$ cat config.mk
export PLATFORM = sky130hd
export DESIGN_NAME = in_wrapper_pack
export DESIGN_NICKNAME = d
export VERILOG_FILES = /design/src/rtl/in_wrapper_pack.sv
export SDC_FILE = /design/constraint.sdc
export NUM_CORES = 1
export LEC_CHECK = 0
export CAP_MARGIN = 5
export CORE_MARGIN = 3
export CORE_UTILIZATION = 40
export CTS_CLUSTER_SIZE = 24
export DETAILED_ROUTE_END_ITERATION = 16
export PLACE_DENSITY = 0.74
export SLEW_MARGIN = 20
export SYNTH_ARGS = -nofsm -noshare
export SYNTH_HDL_FRONTEND = slang
export SYNTH_SLANG_ARGS = --single-unit
$ cat constraint.sdc
create_clock -name clk_i -period 1.3 [get_ports clk_i]
set_input_delay 0.26 -clock clk_i [delete_from_list [all_inputs] [get_ports clk_i]]
set_output_delay 0.26 -clock clk_i [all_outputs]
set_load 0.1 [all_outputs]
$ cat src/rtl/in_wrapper_pack.sv
// Input wrapper for the IMC: packs NUM_WORDS handshaked DATA_W-bit words into one operand and issues a start pulse.
// Define IN_WRAPPER_PINGPONG_EN for two alternating operand banks; the default build is single-bank.
module in_wrapper_pack #(
    parameter  int DATA_W    = 8,
    parameter  int NUM_WORDS = 4,
    localparam int CNT_W     = $clog2(NUM_WORDS + 1)
) (
    input  logic                        clk_i,
    input  logic                        rstn_i,
    input  logic [DATA_W-1:0]           data_i,
    input  logic                        data_valid_i,
    output logic                        data_ready_o,
    input  logic                        flush_i,
    input  logic                        imc_ready_i,
    output logic                        imc_start_o,
    output logic [NUM_WORDS*DATA_W-1:0] imc_data_o,
    output logic [CNT_W-1:0]            fill_cnt_o
);

    localparam int OP_W = NUM_WORDS * DATA_W;
    localparam logic [CNT_W-1:0] CNT_ZERO = CNT_W'(0);
    localparam logic [CNT_W-1:0] CNT_ONE  = CNT_W'(1);
    localparam logic [CNT_W-1:0] CNT_LAST = CNT_W'(NUM_WORDS - 1);
    localparam logic [CNT_W-1:0] CNT_FULL = CNT_W'(NUM_WORDS);

    typedef enum logic [1:0] {
        COLLECT  = 2'b00,
        WAIT_IMC = 2'b01,
        START    = 2'b10
    } state_t;

    state_t           state_r, state_n;
    logic [CNT_W-1:0] cnt_r, cnt_n;
    logic             data_ready_s;
    logic             xfer_s;
    logic             wr_en_s;

    assign xfer_s       = data_valid_i && data_ready_s;
    assign data_ready_o = data_ready_s;
    assign imc_start_o  = (state_r == START);
    assign fill_cnt_o   = cnt_r;

`ifdef IN_WRAPPER_PINGPONG_EN

    // col_r: bank being filled; hb_r: bank owned by the handoff FSM (state_r)
    logic            col_r, col_n;
    logic            hb_r, hb_n;
    logic [1:0]      full_r, full_n;
    logic [OP_W-1:0] bank0_r, bank1_r;

    assign data_ready_s = !full_r[col_r];
    assign imc_data_o   = hb_r ? bank1_r : bank0_r;

    // Control state register
    always_ff @(posedge clk_i or negedge rstn_i) begin
        if (!rstn_i) begin
            state_r <= COLLECT;
            cnt_r   <= CNT_ZERO;
            col_r   <= 1'b0;
            hb_r    <= 1'b0;
            full_r  <= 2'b00;
        end else begin
            state_r <= state_n;
            cnt_r   <= cnt_n;
            col_r   <= col_n;
            hb_r    <= hb_n;
            full_r  <= full_n;
        end
    end

    // Handoff sequencing, bank alternation and collecting-bank fill count
    always_comb begin
        state_n  = state_r;
        cnt_n    = cnt_r;
        col_n    = col_r;
        hb_n     = hb_r;
        full_n   = full_r;
        wr_en_s  = 1'b0;
        case (state_r)
            COLLECT:  state_n = COLLECT;
            WAIT_IMC: begin
                if (imc_ready_i) begin
                    state_n = START;
                end else begin
                    state_n = WAIT_IMC;
                end
            end
            START: begin
                full_n[hb_r] = 1'b0;
                state_n      = COLLECT;
            end
            default:  state_n = COLLECT;
        endcase

        // A full collecting bank waits here until the other bank is released
        if (full_r[col_r]) begin
            if (!full_n[~col_r]) begin
                col_n = ~col_r;
                cnt_n = CNT_ZERO;
            end else begin
                cnt_n = CNT_FULL;
            end
        end else if (flush_i) begin
            cnt_n = CNT_ZERO;
        end else if (xfer_s) begin
            wr_en_s = 1'b1;
            if (cnt_r == CNT_LAST) begin
                full_n[col_r] = 1'b1;
                if (!full_n[~col_r]) begin
                    col_n = ~col_r;
                    cnt_n = CNT_ZERO;
                end else begin
                    cnt_n = CNT_FULL;
                end
            end else begin
                cnt_n = cnt_r + CNT_ONE;
            end
        end else begin
            cnt_n = cnt_r;
        end

        // At most one bank can be full while the handoff is idle
        if (state_n == COLLECT) begin
            if (full_n[0]) begin
                state_n = WAIT_IMC;
                hb_n    = 1'b0;
            end else if (full_n[1]) begin
                state_n = WAIT_IMC;
                hb_n    = 1'b1;
            end else begin
                hb_n    = hb_r;
            end
        end else begin
            hb_n = hb_r;
        end
    end

    // Operand bank storage; unwritten slots keep old contents
    always_ff @(posedge clk_i or negedge rstn_i) begin
        if (!rstn_i) begin
            bank0_r <= '0;
            bank1_r <= '0;
        end else begin
            for (int k = 0; k < NUM_WORDS; k++) begin
                if (wr_en_s && (cnt_r == CNT_W'(k))) begin
                    if (col_r) begin
                        bank1_r[k*DATA_W +: DATA_W] <= data_i;
                    end else begin
                        bank0_r[k*DATA_W +: DATA_W] <= data_i;
                    end
                end
            end
        end
    end

`else

    logic [OP_W-1:0] opnd_r;

    assign data_ready_s = (state_r == COLLECT);
    assign imc_data_o   = opnd_r;

    // Control state register
    always_ff @(posedge clk_i or negedge rstn_i) begin
        if (!rstn_i) begin
            state_r <= COLLECT;
            cnt_r   <= CNT_ZERO;
        end else begin
            state_r <= state_n;
            cnt_r   <= cnt_n;
        end
    end

    // Collect/handoff sequencing; flush overrides everything including a transfer
    always_comb begin
        state_n = state_r;
        cnt_n   = cnt_r;
        wr_en_s = 1'b0;
        if (flush_i) begin
            state_n = COLLECT;
            cnt_n   = CNT_ZERO;
        end else begin
            case (state_r)
                COLLECT: begin
                    if (xfer_s) begin
                        wr_en_s = 1'b1;
                        if (cnt_r == CNT_LAST) begin
                            cnt_n   = CNT_FULL;
                            state_n = WAIT_IMC;
                        end else begin
                            cnt_n   = cnt_r + CNT_ONE;
                        end
                    end else begin
                        cnt_n = cnt_r;
                    end
                end
                WAIT_IMC: begin
                    if (imc_ready_i) begin
                        state_n = START;
                    end else begin
                        state_n = WAIT_IMC;
                    end
                end
                START: begin
                    state_n = COLLECT;
                    cnt_n   = CNT_ZERO;
                end
                default: begin
                    state_n = COLLECT;
                    cnt_n   = CNT_ZERO;
                end
            endcase
        end
    end

    // Operand storage; unwritten slots keep old contents
    always_ff @(posedge clk_i or negedge rstn_i) begin
        if (!rstn_i) begin
            opnd_r <= '0;
        end else begin
            for (int k = 0; k < NUM_WORDS; k++) begin
                if (wr_en_s && (cnt_r == CNT_W'(k))) begin
                    opnd_r[k*DATA_W +: DATA_W] <= data_i;
                end
            end
        end
    end

`endif

endmodule

# Word-level counts from Yosys, hierarchy flattened

Index checks and enable logic that the tools add are counted.

Register bits after elaboration: 37
Word-level logic and storage cells: 36

$add $sub $neg: 1
Equal/unequal tests: 8
Multiplexer cells: 12
Reduce and logical (&&, ||, !) cells: 9

Operators by type and width:

| cell                                                 | number |
|---|---|
| two-way mux 3 bit                                    | 3 |
| two-way mux 2 bit                                    | 4 |
| equality test 3 x 2 -> 1 bit (second input constant) | 2 |
| != test 3 x 2 -> 1 bit (second input constant)       | 2 |
| one-hot mux 3 bit (2 select lines)                   | 1 |
| logical AND 1 bit                                    | 5 |
| one-hot mux 2 bit (2 select lines)                   | 1 |
| AND reduction 2 bit                                  | 2 |
| adder 3 x 1 -> 3 bit (second input constant)         | 1 |
| equality test 3 x 1 -> 1 bit (second input constant) | 1 |
| zero test 3 bit                                      | 1 |
| two-way mux 1 bit                                    | 3 |
| equality test 2 x 1 -> 1 bit (second input constant) | 1 |
| equality test 2 bit (second input constant)          | 1 |
| zero test 2 bit                                      | 1 |
| != test 2 bit (second input constant)                | 1 |

# Depth between registers and ports, before layout

Depth after elaboration: 6
Gate-level depth with buffers: 5
Gate-level depth less buffers: 5

# Worst setup path after synthesis

OpenSTA, ideal clock, no wires.

Path kind: reg2out
Start: register state_r[0]
End: output imc_start_o
Arrival time: 1.779 ns
Slack: -0.739 ns
Cell stages (with the launch flop): 2
Path buffers: 0
Cells stage by stage: dfrtp_1 > nor2b_1

Longest elaborated chain between the ends: 1

Ends and longest elaborated chain:

| what                   | RTL line | RTL |
|---|---|---|
| start, declared        | 32       | `state_t state_r, state_n;` |
| start signal, assigned | 169      | `state_r <= state_n;` |
| equality test 2 bit    | 40       | `assign imc_start_o = (state_r == START);` |
| end, declared          | 15       | `output logic imc_start_o,` |

Every way passes these cells.

# Worst setup path after layout

Start: register cnt_r[2], in the netlist fill_cnt_o[2]
End: register opnd_r[3], in the netlist imc_data_o[3]

Longest elaborated chain between the ends: 2

Ends and longest elaborated chain:

| what                          | RTL line | RTL |
|---|---|---|
| start, declared               | 33       | `logic [CNT_W-1:0] cnt_r, cnt_n;` |
| start signal, assigned        | 170      | `cnt_r <= cnt_n;` |
| zero test 3 bit               | 222      | `if (wr_en_s && (cnt_r == CNT_W'(k))) begin` |
| logical AND 1 bit             | 222      |  |
| end signal, assigned by index | 223      | `opnd_r[k*DATA_W +: DATA_W] <= data_i;` |
| end, declared                 | 158      | `logic [OP_W-1:0] opnd_r;` |

Every way passes these cells.
A chain may end at the register's enable or synchronous reset.

==> impl_metrics.ini <==
[setup_path]
worst-endpoint-required_ns = 1.47
regToRegSetupSlack_ns = -0.20
r2r_start = fill_cnt_o[2]
rr_endpoint = imc_data_o[3]
path_cells = nor3b_4, buf_4, nand3_4, buf_6, mux2_2
max_stage_delay_ns = 0.50
end_kind = register
startpoint_type = register
cp_max_fo = 4
worst-setup-path-type = register to register
reg2reg_depth = 5
arrival_ns = 1.67
crit_slowest_cell = dfrtp_4

[cts]
cts_sinks = 37
cts_buffers = 5
insertion_delay_ns = 0.28
cts_htree_levels = 2
cts-root-buf = clkbuf_8
cts_tree = done
cts.path.max_buffers = 2
cts.clk_slew.worst_paths_ns = 0.07

[timing]
max_freq_ghz = 0.6669
fin_skew_ns = 0.003399
finalCritPeriodShare = 1.153
hold_ws_ns = 0.4386
slew_violations = 0
worstMarginPinSlew_ns = 0.3946
rsz0062_at_grt = yes
slew_headroom = 0.7369
final_hold_viol_count = 0
setup_viol = 39
finalCriticalPeriod_ns = 1.499
fin_ws_ns = -0.1994

[synth]
synthMostInstantiatedCell = dfrtp_1
avgSynthCellArea_um2 = 15.46
synth_top_family_by_area = multiplexers
yosysTopAreaCellShare = 0.6111
synth-seq-cells = 37
syn_nets = 116
synth_edf_count = 0
synthTopCellsByArea = dfrtp_1, mux2_2, ha_1
async_flop_share = 1.000
ys_top_cells_by_count = dfrtp_1, mux2_2, ha_1, nand3_2
yosysWarningCount = 0
syn_inst = 98
synthAdderAreaFrac = 0.04129
synth_compound_area_frac = 0.009909
synth_simple_gate_area_share = 0.07597
synth_flop_cell = dfrtp_1
ys_types = 17
syn_area_um2 = 1515
synth_xor_area_frac = 0
synth_mux_area_frac = 0.2510
synth_top_cell_by_area = dfrtp_1
yosysSeqAreaShare = 0.6111

[global_route]
grt_pass1_vias = 1238
grt_overflow = 0
grt_max_degree = 18
grtUsageTotal = 0.2025
grt_pass1_wl_um = 6506
antenna_found_initial = 0

[die]
fp-row-count = 21
initial_core_util = 0.4336
core_um2 = 3495
chipHeight_um = 67.55
die-area_um2 = 4562
ios = 50
die_x_um = 67.55

[placed_design]
gp_congestion = 0.7080
port_buffers = 49
placed_cells = 208
dpl.hpwl_um = 2962

[route]
totalWireLength_um = 4278
drc = 0
vias_per_cell = 4.978
num_vias = 1110
drt_iter0_markers = 35
dr.pass1.iters = 4
routedWlPerCell_um = 19.18
postRouteAntennaNets = 0

[min_path]
hold_class = primary input to async pin

[run_status]
failed_checks = setup timing
run_status = complete, but fails checks

[finish]
layout-drive-gt1-share = 0.6610
diodes = 0
nets = 194
finalNonFillerCells = 223
area_growth_pct = 89.76

[power]
p_per_area_nw_per_um2 = 2314
power_leakage_nw = 1.314
ir_drop_uv = 1825
p_switching_mw = 3.321
p_total_mw = 6.653
clkPwrFrac = 0.115
sw_frac_of_total = 0.4992
p_seq_frac = 0.271
comb_power_share = 0.615
p_int_mw = 3.332

[run]
max_cap_viol_count = 0
logic make-up (layout without fill, tap and decap cells):
kind of cell,after synthesis,after routing
flops,37,37
simple gates,16,17
mux,34,34
fa+ha+maj,5,5
compound gates,2,2
buf+inv,4,82
metrics by stage:
step                area (µm²)    util  setup WS (ns)  TNS (ns)
floorplan                 1564       -        -0.2551    -8.523
global placement          2592  0.7419        -0.4154    -12.39
detailed placement        2592  0.7419        -0.4898    -13.43
CTS                       2800  0.8013        -0.1952    -5.811
global route              2875  0.8228        -0.2509    -7.385
finish                    2875  0.8228        -0.1994    -5.540
power by group through the flow:
stage,clock (mW),sequential [mW],combinational (mW)
floorplan,0,3.80,0.324
global placement,0,1.79,3.96
detailed placement,0,1.81,3.99
CTS,0.782,1.80,4.07
global route,0.838,1.83,4.18
finish,0.764,1.80,4.09
worst max-delay path: cells and delay by family, from the launching register on:
family,cells,cell delay [ns]
DFF,1,0.50
muxes,1,0.26
and+or+nand+nor,2,0.32
buffers and inverters,2,0.30
worst max-delay path by stage:
stage               cells past startpoint           from        endpoint  slack (ns)
floorplan                               3  fill_cnt_o[2]  imc_data_o[16]       -0.26
global placement                        4   data_valid_i  imc_data_o[16]       -0.42
detailed placement                      4   data_valid_i  imc_data_o[16]       -0.49
CTS                                     5  fill_cnt_o[2]   imc_data_o[3]       -0.20
global route                            5  fill_cnt_o[2]   imc_data_o[0]       -0.25
finish                                  5  fill_cnt_o[2]   imc_data_o[3]       -0.20
placed cells by master, fill, tap and decap left out:
master,netlist,final
a2111oi_4,0,1
and3_1,1,1
buf_12,0,37
buf_2,0,1
buf_4,0,12
buf_6,0,9
clkbuf_1,0,1
clkbuf_8,0,5
clkdlybuf4s50_1,0,10
clkinv_2,0,2
dfrtp_1,37,34
dfrtp_4,0,3
dlygate4sd3_1,0,1
dlymetal6s2s_1,0,1
ha_1,5,2
ha_4,0,3
inv_1,3,2
inv_2,0,1
mux2_2,31,23
mux2_4,0,9
mux2i_1,2,2
nand2_1,1,1
nand3_2,4,1
nand3_4,0,4
nor2_1,3,1
nor2_2,1,2
nor2_4,0,1
nor2b_1,3,1
nor2b_4,0,2
nor3_1,2,2
nor3b_4,1,1
o21ai_0,1,1
sequential cells by signal, indices dropped and copies added, names as in the netlist:
signal / cells
imc_data_o: 32
fill_cnt_o: 3
state_r: 2
what timing repair did:
| item | CTS | global route |
|---|---|---|
| gates cloned | 0 | 1 |
| hold buffers | 1 | 0 |
| endpoints found under the setup margin | 40 | 41 |
| pin swaps | 2 | 1 |
| setup buffers | 4 | 1 |
| hold endpoints to repair | 15 | 0 |
| gates resized for setup | 17 | 15 |
per-layer routing:
metal | global-route usage | wire (µm)
met1 | 0.2449 | 1687
met2 | 0.3390 | 2289
met3 | 0.06988 | 264
met4 | 0.06076 | 36
met5 | 0 | 0
area by class of cell:
| cell class | instances | area [µm²] |
|---|---|---|
| Clock buffer | 6 | 72.57 |
| Clock inverter | 2 | 10.01 |
| Fill cell | 172 | 619.3 |
| Inverter | 3 | 11.26 |
| Multi-Input combinational cell | 58 | 726.9 |
| Sequential cell | 37 | 937.1 |
| Tap cell | 46 | 57.56 |
| Timing Repair Buffer | 71 | 1060 |
No activity file was read; power rests on OpenSTA's default activity.
